[src/rtl/uproc_pkg.sv]
// rtl/uproc_pkg.sv - shared uProcessor widths, ALU/opcode constants and sequencer state type
package uproc_pkg;

  localparam int IW = 12;
  localparam int PW = 8;

  localparam logic [2:0] ALU_ADD = 3'd0;
  localparam logic [2:0] ALU_SUB = 3'd1;
  localparam logic [2:0] ALU_AND = 3'd2;
  localparam logic [2:0] ALU_OR  = 3'd3;
  localparam logic [2:0] ALU_XOR = 3'd4;
  localparam logic [2:0] ALU_NOT = 3'd5;
  localparam logic [2:0] ALU_LD  = 3'd6;

  localparam logic [3:0] OP_JMP  = 4'b1000;
  localparam logic [3:0] OP_JZ   = 4'b1001;
  localparam logic [3:0] OP_JC   = 4'b1010;
  localparam logic [3:0] OP_HALT = 4'b1011;

  typedef enum logic [1:0] {
    S_IDLE  = 2'd0,
    S_FETCH = 2'd1,
    S_EXEC  = 2'd2
  } seq_state_t;

endpackage

[src/rtl/DffPIPO_CE_SET.sv]
// rtl/DffPIPO_CE_SET.sv - parallel-in/parallel-out register with clock enable and async reset value
module DffPIPO_CE_SET #(
  parameter int              SIZE    = 8,
  parameter logic [SIZE-1:0] SET_VAL = '0
) (
  input  logic            clk,
  input  logic            nReset,
  input  logic            ce,
  input  logic [SIZE-1:0] d,
  output logic [SIZE-1:0] q
);

  always_ff @(posedge clk or negedge nReset) begin
    if (!nReset) begin
      q <= SET_VAL;
    end else if (ce) begin
      q <= d;
    end
  end

endmodule

[src/rtl/instr_decode.sv]
// rtl/instr_decode.sv - combinational decode of the IR opcode into ALU code, enables and jump kinds
module instr_decode
  import uproc_pkg::*;
(
  input  logic [3:0] op,
  output logic [2:0] alu_code,
  output logic       a_ce_en,
  output logic       cy_ce_en,
  output logic       jmp,
  output logic       jz,
  output logic       jc,
  output logic       halt
);

  always_comb begin
    alu_code = op[2:0];
    a_ce_en  = 1'b0;
    cy_ce_en = 1'b0;
    jmp      = 1'b0;
    jz       = 1'b0;
    jc       = 1'b0;
    halt     = 1'b0;
    if (!op[3]) begin
      a_ce_en  = 1'b1;
      cy_ce_en = (op[2:0] == ALU_ADD) || (op[2:0] == ALU_SUB);
    end else begin
      // 1100-1111 fall through as NOP
      case (op)
        OP_JMP:  jmp  = 1'b1;
        OP_JZ:   jz   = 1'b1;
        OP_JC:   jc   = 1'b1;
        OP_HALT: halt = 1'b1;
        default: ;
      endcase
    end
  end

endmodule

[src/rtl/instr_sequencer.sv]
// rtl/instr_sequencer.sv - fetch/execute sequencer driving the ALU/accumulator datapath
module instr_sequencer
  import uproc_pkg::*;
#(
  parameter int IW = uproc_pkg::IW,
  parameter int PW = uproc_pkg::PW
) (
  input  logic          clk,
  input  logic          nReset,
  input  logic          run,
  output logic          imem_req,
  output logic [PW-1:0] pc,
  input  logic          imem_valid,
  input  logic [IW-1:0] imem_data,
  input  logic          acc_zero,
  input  logic          cy,
  output logic [2:0]    alu_code,
  output logic [PW-1:0] r_out,
  output logic          a_ce,
  output logic          cy_ce,
  output logic          halted
);

  seq_state_t    state, state_nxt;
  logic [IW-1:0] ir;
  logic [PW-1:0] pc_nxt;
  logic [PW-1:0] pc_inc;
  logic          ir_ce, pc_ce, take;
  logic          a_ce_en, cy_ce_en, jmp, jz, jc, halt;

  always_ff @(posedge clk or negedge nReset) begin
    if (!nReset) begin
      state <= S_IDLE;
    end else begin
      state <= state_nxt;
    end
  end

  instr_decode u_decode (
    .op       (ir[IW-1:IW-4]),
    .alu_code (alu_code),
    .a_ce_en  (a_ce_en),
    .cy_ce_en (cy_ce_en),
    .jmp      (jmp),
    .jz       (jz),
    .jc       (jc),
    .halt     (halt)
  );

  assign pc_inc = pc + PW'(1);
  assign take   = jmp | (jz & acc_zero) | (jc & cy);

  always_comb begin
    state_nxt = state;
    ir_ce     = 1'b0;
    pc_ce     = 1'b0;
    pc_nxt    = pc_inc;
    case (state)
      S_IDLE: begin
        if (run) state_nxt = S_FETCH;
      end
      S_FETCH: begin
        if (imem_valid) begin
          ir_ce     = 1'b1;
          state_nxt = S_EXEC;
        end
      end
      S_EXEC: begin
        pc_ce     = 1'b1;
        pc_nxt    = take ? ir[PW-1:0] : pc_inc;
        state_nxt = halt ? S_IDLE : S_FETCH;
      end
      default: state_nxt = S_IDLE;
    endcase
  end

  DffPIPO_CE_SET #(.SIZE(IW)) u_ir (
    .clk    (clk),
    .nReset (nReset),
    .ce     (ir_ce),
    .d      (imem_data),
    .q      (ir)
  );

  DffPIPO_CE_SET #(.SIZE(PW)) u_pc (
    .clk    (clk),
    .nReset (nReset),
    .ce     (pc_ce),
    .d      (pc_nxt),
    .q      (pc)
  );

  // Enables are pure decodes so an async reset drops them with no clock edge
  assign imem_req = (state == S_FETCH);
  assign halted   = (state == S_IDLE);
  assign a_ce     = (state == S_EXEC) && a_ce_en;
  assign cy_ce    = (state == S_EXEC) && cy_ce_en;
  assign r_out    = ir[PW-1:0];

endmodule

[config.mk]
export PLATFORM = sky130hd
export DESIGN_NAME = instr_sequencer
export DESIGN_NICKNAME = d
export VERILOG_FILES = /design/src/rtl/uproc_pkg.sv /design/src/rtl/DffPIPO_CE_SET.sv /design/src/rtl/instr_decode.sv /design/src/rtl/instr_sequencer.sv
export SDC_FILE = /design/constraint.sdc
export NUM_CORES = 1
export LEC_CHECK = 0
export ABC_AREA = 1
export CORE_MARGIN = 2
export CORE_UTILIZATION = 47
export CTS_BUF_LIST = sky130_fd_sc_hd__clkbuf_8
export DETAILED_ROUTE_END_ITERATION = 6
export PLACE_DENSITY = 0.82
export SLEW_MARGIN = 25
export SYNTH_ARGS = -nofsm -noshare
export SYNTH_HDL_FRONTEND = slang
export SYNTH_SLANG_ARGS = --single-unit
[constraint.sdc]
create_clock -name clk -period 1.4 [get_ports clk]
set_clock_uncertainty 0.1 [all_clocks]
set_input_delay 0.14 -clock clk [delete_from_list [all_inputs] [get_ports clk]]
set_output_delay 0.14 -clock clk [all_outputs]
set_load 0.005 [all_outputs]
==> Word-level counts from Yosys, hierarchy flattened <==
Index checks and enable logic that the tools add are counted.
{ "word_totals": {"mem_bits_rw": 0, "out_inout_bits": 23, "word_cells": 42, "ff_bits": 22, "input_bits": 18, "latch_bits": 0, "n_memories": 0, "romBits": 0} }
{ "classes": {"div": 0, "muxes": 19, "n_eq_ne": 9, "mul": 0, "magnitude_cmp": 0, "n_addsub": 1, "bitwise_logic": 4, "reduce_logical": 6, "shift": 0} }
{ "op_table": {"columns": ["cell", "n"], "rows": [
  ["== test 4 bit (second input constant)", 4],
  ["2-to-1 mux 8 bit", 2],
  ["2-to-1 mux 1 bit", 14],
  ["adder 8 x 1 -> 8 bit (second input constant)", 1],
  ["one-hot mux 2 bit (3 select lines)", 1],
  ["2-to-1 mux 2 bit", 2],
  ["== test 3 x 1 -> 1 bit (second input constant)", 1],
  ["zero test 3 bit", 1],
  ["AND 1 bit", 2],
  ["== test 2 x 1 -> 1 bit (second input constant)", 1],
  ["== test 2 bit (second input constant)", 1],
  ["logical AND 1 bit", 2],
  ["zero test 2 bit", 1],
  ["inequality test 2 x 1 -> 1 bit (second input constant)", 1],
  ["inequality test 2 bit (second input constant)", 1],
  ["OR 1 bit", 2],
  ["AND reduction 2 bit", 1],
  ["logical OR 1 bit", 1]
]} }

==> Depth between registers and ports, before layout <==
{ "depth": {"word_depth": 8, "ltp_mapped": 8, "ltp_nobuf": 8} }

==> Hierarchy <==
Synthesis repeated with hierarchy kept, for this count alone.
{ "hier_totals": {"hier_cells": 172, "area_unflattened_um2": 1267.5} }
{ "modules_own_cells": {"columns": ["module", "cells_per_inst", "instances", "seq_area_each_um2", "area_each_um2"], "rows": [
  ["DffPIPO_CE_SET (u_ir)", 51, 1, 300.3, 457.9],
  ["instr_sequencer", 69, 1, 50.0, 422.9],
  ["DffPIPO_CE_SET (u_pc)", 34, 1, 200.2, 305.3],
  ["instr_decode", 18, 1, 0.0, 81.3]
]} }

==> Least setup slack after synthesis <==
No wires, ideal clock.
{ "synth_timing": {"path_kind": "register -> register", "startpoint": "register u_pc.q[0]", "endpoint": "register u_pc.q[6]", "synth_period_minus_slack_ns": 1.226, "t_arrival_ns": 1.009, "path_stages_with_launch": 8, "slack_ns": 0.174, "setup_ns": 0.117, "n_path_buf": 0, "required_ns": 1.183, "path_cell_list": "dfrtp_1 > ha_1 > nand2_1 > inv_1 > nand3_1 > nand3_1 > nand3_1 > nand2_1"} }
{ "synth_between": {"elab_chain_len": 3} }
{ "synth_lines": {"columns": ["item", "line_no", "text"], "rows": [
  ["start: declaration", "DffPIPO_CE_SET.sv:10", "output logic [SIZE-1:0] q"],
  ["start signal: assignment", "DffPIPO_CE_SET.sv:15", "q <= SET_VAL;"],
  ["start signal: assignment", "DffPIPO_CE_SET.sv:17", "q <= d;"],
  ["adder 8 x 1 -> 8 bit *", "instr_sequencer.sv:50", "assign pc_inc = pc + PW'(1);"],
  ["2-to-1 mux 8 bit", "instr_sequencer.sv:70", "pc_nxt = take ? ir[PW-1:0] : pc_inc;"],
  ["2-to-1 mux 8 bit *", "instr_sequencer.sv:58", "case (state)"]
]} }
Mark *: on every way between the ends. The rest lies on a longest branch, timed or not.
A chain may end at the register's enable or synchronous reset.

==> Final worst setup path <==
{ "layout_timing": {"startpoint": "register u_ir.q[10]", "endpoint": "register u_pc.q[0]"} }
{ "layout_between": {"elab_chain_len": 8, "word_cells_on_any_way": 15, "cone_classes": "eq/ne (3); mux (8); bitwise (4)"} }
{ "layout_lines": {"columns": ["item", "line_no", "text"], "rows": [
  ["start: declaration", "DffPIPO_CE_SET.sv:10", null],
  ["start signal: assignment", "DffPIPO_CE_SET.sv:15", null],
  ["start signal: assignment", "DffPIPO_CE_SET.sv:17", null],
  ["== test 4 bit", "instr_decode.sv:28", "case (op)"],
  ["2-to-1 mux 1 bit", "instr_decode.sv:28", null],
  ["2-to-1 mux 1 bit", "instr_decode.sv:23", "if (!op[3]) begin"],
  ["AND 1 bit", "instr_sequencer.sv:51", "assign take = jmp | (jz & acc_zero) | (jc & cy);"],
  ["OR 1 bit", "instr_sequencer.sv:51", null],
  ["OR 1 bit *", "instr_sequencer.sv:51", null],
  ["2-to-1 mux 8 bit *", "instr_sequencer.sv:70", null],
  ["2-to-1 mux 8 bit *", "instr_sequencer.sv:58", null]
]} }
Marks and branches as above.

==> qor.txt <==
WL per Instance -> 14.2 µm
Core ar. -> 2480 µm²
Clock Latency Late Sink -> 0.26 ns
Worst setup SP type -> register
Post-synthesis cell count -> 161
Synthesized net count -> 180
CTS Buf Count -> 3
Post-detail-place hpwl -> 2.11 mm
Status -> finished, violations left
Initial antenna violation count -> 0
Max-slew violations -> 0
Die width -> 55.3 µm
Grt total ovfl -> 0
Tmin final -> 1.45 ns
Power Density -> 2130 nW/µm²
H-tree depth -> 1
Iteration-0 DRC Markers -> 52
DRC -> 0
Seq cells post-synth -> 22
Most common cell on crit path -> nand2_4
Input/output buffers -> 40
Via count -> 1300
Largest net degree at the start of global routing -> 23
Failing checks -> setup timing
Top delay family on crit path -> simple AND/OR/NAND/NOR gates
Non-Filler Instances -> 252
Slowest cell on the critical path -> dfrtp_1
Routed WL -> 3.58 mm
Post-synth top area share -> 0.444
Final nets -> 243
Fmax -> 0.692 GHz
CTS sink cnt -> 22
ANT cells -> 0
Fin util -> 0.779
Fin worst setup slack -> -0.0459 ns
VDD IR-drop max -> 1.42 mV
Final period util -> 1.03
Hold Path Class -> in -> async
GPL Wtd Cong -> 0.777
Synth unique cells -> 18
I/O pins -> 41
Area Overhead vs Synth -> 55.8%
Critical Path AT -> 1.50 ns
Worst path bufs/invs -> 2
Worst Setup End Kind -> register
Setup TNS -> -0.222 ns
Iteration count of the initial detailed-routing pass -> 4
Clock Pin Slew Worst Setup and Hold Paths -> 0.08 ns
Worst-margin pin slew -> 0.283 ns
Design area -> 1930 µm²
Rows -> 18
Post-DRT Antenna Nets -> 0
CP Max Fanout -> 7
Routed vias/inst -> 5.16
Synth Warn # -> 0
CP peak stage delay -> 0.40 ns
Hold Vio Cnt, Final -> 0
Top cells by area, synth -> dfrtp_1 44%, nand2_1 17%, nand3_1 7.3%
First-pass GRT wire length -> 4.98 mm
Worst path cell trace -> buf_6 -> inv_4 -> nand2_4 -> nor2_4 -> nand2_4 -> nor2_1 -> o21ai_2
Starting Density -> 0.500
Netlist Area Pre-Place -> 1240 µm²
Layout cell share with drive strength beyond 1 -> 0.284
CTS tree -> built
Overall Global Routing Usage -> 0.199
Die ar. -> 3060 µm²
Fill count -> 174
Syn_area_per_cell -> 7.69 µm²
Die Y-Extent -> 55.3 µm
Total of max-cap violations -> 0
Worst EP required -> 1.45 ns
Vias in the first global route -> 1172
R2R Setup Slk -> -0.05 ns
Final number of setup-violating endpoints -> 9
Crit path kind -> reg -> reg
Post-synth top area cell -> dfrtp_1
Post-synthesis sequential area ratio -> 0.444
Static leakage -> 1.05 nW
Max Root-Sink Buffers -> 2
# placed instances -> 228
Clock Tree Root -> clkbuf_8
Cell Area, Placed -> 1650 µm²
Unrepaired setup endpoints after global routing -> true
Hold_buf cts -> 0
Slew headroom -> 0.811
==> state kept, by name (all words and copies together), names as in the netlist <==
signal,cells
u_ir.q,12
state,2
u_pc.q,8
==> cell type report <==
class	count	area, µm²	share of cell area
Sequential cell	22	551	0.285
Tap cell	30	37.5	0.0195
Clock buffer	3	41.3	0.0214
Multi-Input combinational cell	110	597	0.309
Timing Repair Buffer	69	626	0.324
Inverter	18	77.6	0.0402
==> worst register-to-register path, cell delays in order, from the launching register on <==
cell and delay, ns:
dfrtp_1 0.40, buf_6 0.13, inv_4 0.05, nand2_4 0.05, nor2_4 0.26, nand2_4 0.11
nor2_1 0.17, o21ai_2 0.08
==> layer usage <==
layer,vias up,share of wire,wire (µm),global-route usage
met3,4,0.047,170,0.0351
met4,0,0.0067,24,0.0488
met1,615,0.41,1460,0.238
li1,627,-,-,-
met5,-,0,0,0
met2,54,0.54,1930,0.367
==> cell usage after synthesis (all sizes together) <==
master / instances
nand2: 59
ha: 1
o32ai: 1
o21ai: 12
nor4: 1
inv: 18
nand3: 18
nor2: 13
dfrtp: 22
buf: 12
nand3b: 4
==> stage by stage <==
step           hold slack [ns]  worst slack [ns]  power, W
2_1_floorplan           -0.256             0.174   0.00231
3_3_place_gp             0.395           -0.0675   0.00304
3_5_place_dp             0.388           -0.0625   0.00312
4_1_cts                  0.146           -0.0546   0.00366
5_1_grt                  0.176            -0.115   0.00439
6_report                 0.131           -0.0459   0.00411
==> placed cells by master (no fill, tap or decap) <==
cell / Yosys / routed
clkbuf_8: 0 / 3
inv_4: 1 / 2
nand3_1: 18 / 10
dfrtp_1: 22 / 22
nand3_2: 0 / 8
clkbuf_2: 0 / 2
inv_1: 15 / 13
nand2_4: 2 / 4
nand3b_1: 4 / 4
buf_2: 0 / 2
nand2_2: 1 / 4
inv_2: 2 / 2
dlymetal6s2s_1: 0 / 8
nor4_2: 1 / 1
clkdlybuf4s50_1: 0 / 25
ha_2: 0 / 1
buf_6: 1 / 3
nor2_1: 10 / 10
buf_4: 11 / 26
inv_6: 0 / 1
dlygate4sd2_1: 0 / 3
o32ai_1: 1 / 1
nand2_1: 56 / 52
o21ai_1: 6 / 5
o21ai_2: 0 / 1
nor2_4: 3 / 3
o21ai_0: 6 / 6
==> cell families (layout without fill, tap and decap cells) <==
| kind of cell | Yosys count | in the layout | share of synthesized area |
|---|---|---|---|
| adder cells (fa/ha/maj) | 1 | 1 | 0.0101 |
| AND/OR/NAND/NOR | 95 | 96 | 0.358 |
| flip-flops | 22 | 22 | 0.444 |
| buffers and inverters | 30 | 90 | 0.132 |
| AO/OA/AOI/OAI | 13 | 13 | 0.0556 |
==> report_power, final <==
group | switching [W] | total (W) | internal (W)
sequential | 0.000198 | 0.00113 | 0.000936
clock | 0.000194 | 0.000385 | 0.000192
combinational | 0.00128 | 0.00259 | 0.00132
==> repair_timing <==
action	CTS	global route
pin swaps	1	7
gates resized for setup	13	36
endpoints found under the setup margin	21	24
setup buffers	11	9
cloned	0	1
==> final timing paths <==
path,from,endpoint,depth (start not counted)
worst max-delay path,u_ir.q[10],u_pc.q[0],7
worst min-delay path,nReset,u_pc.q[7],2
worst max register to register,u_ir.q[10],u_pc.q[0],7
worst min register to register,u_ir.q[2],u_ir.q[2],2
max in group asynchronous,nReset,u_pc.q[2],2
min in group clk,imem_data[11],u_ir.q[11],3
No activity file was read; power rests on OpenSTA's default activity.
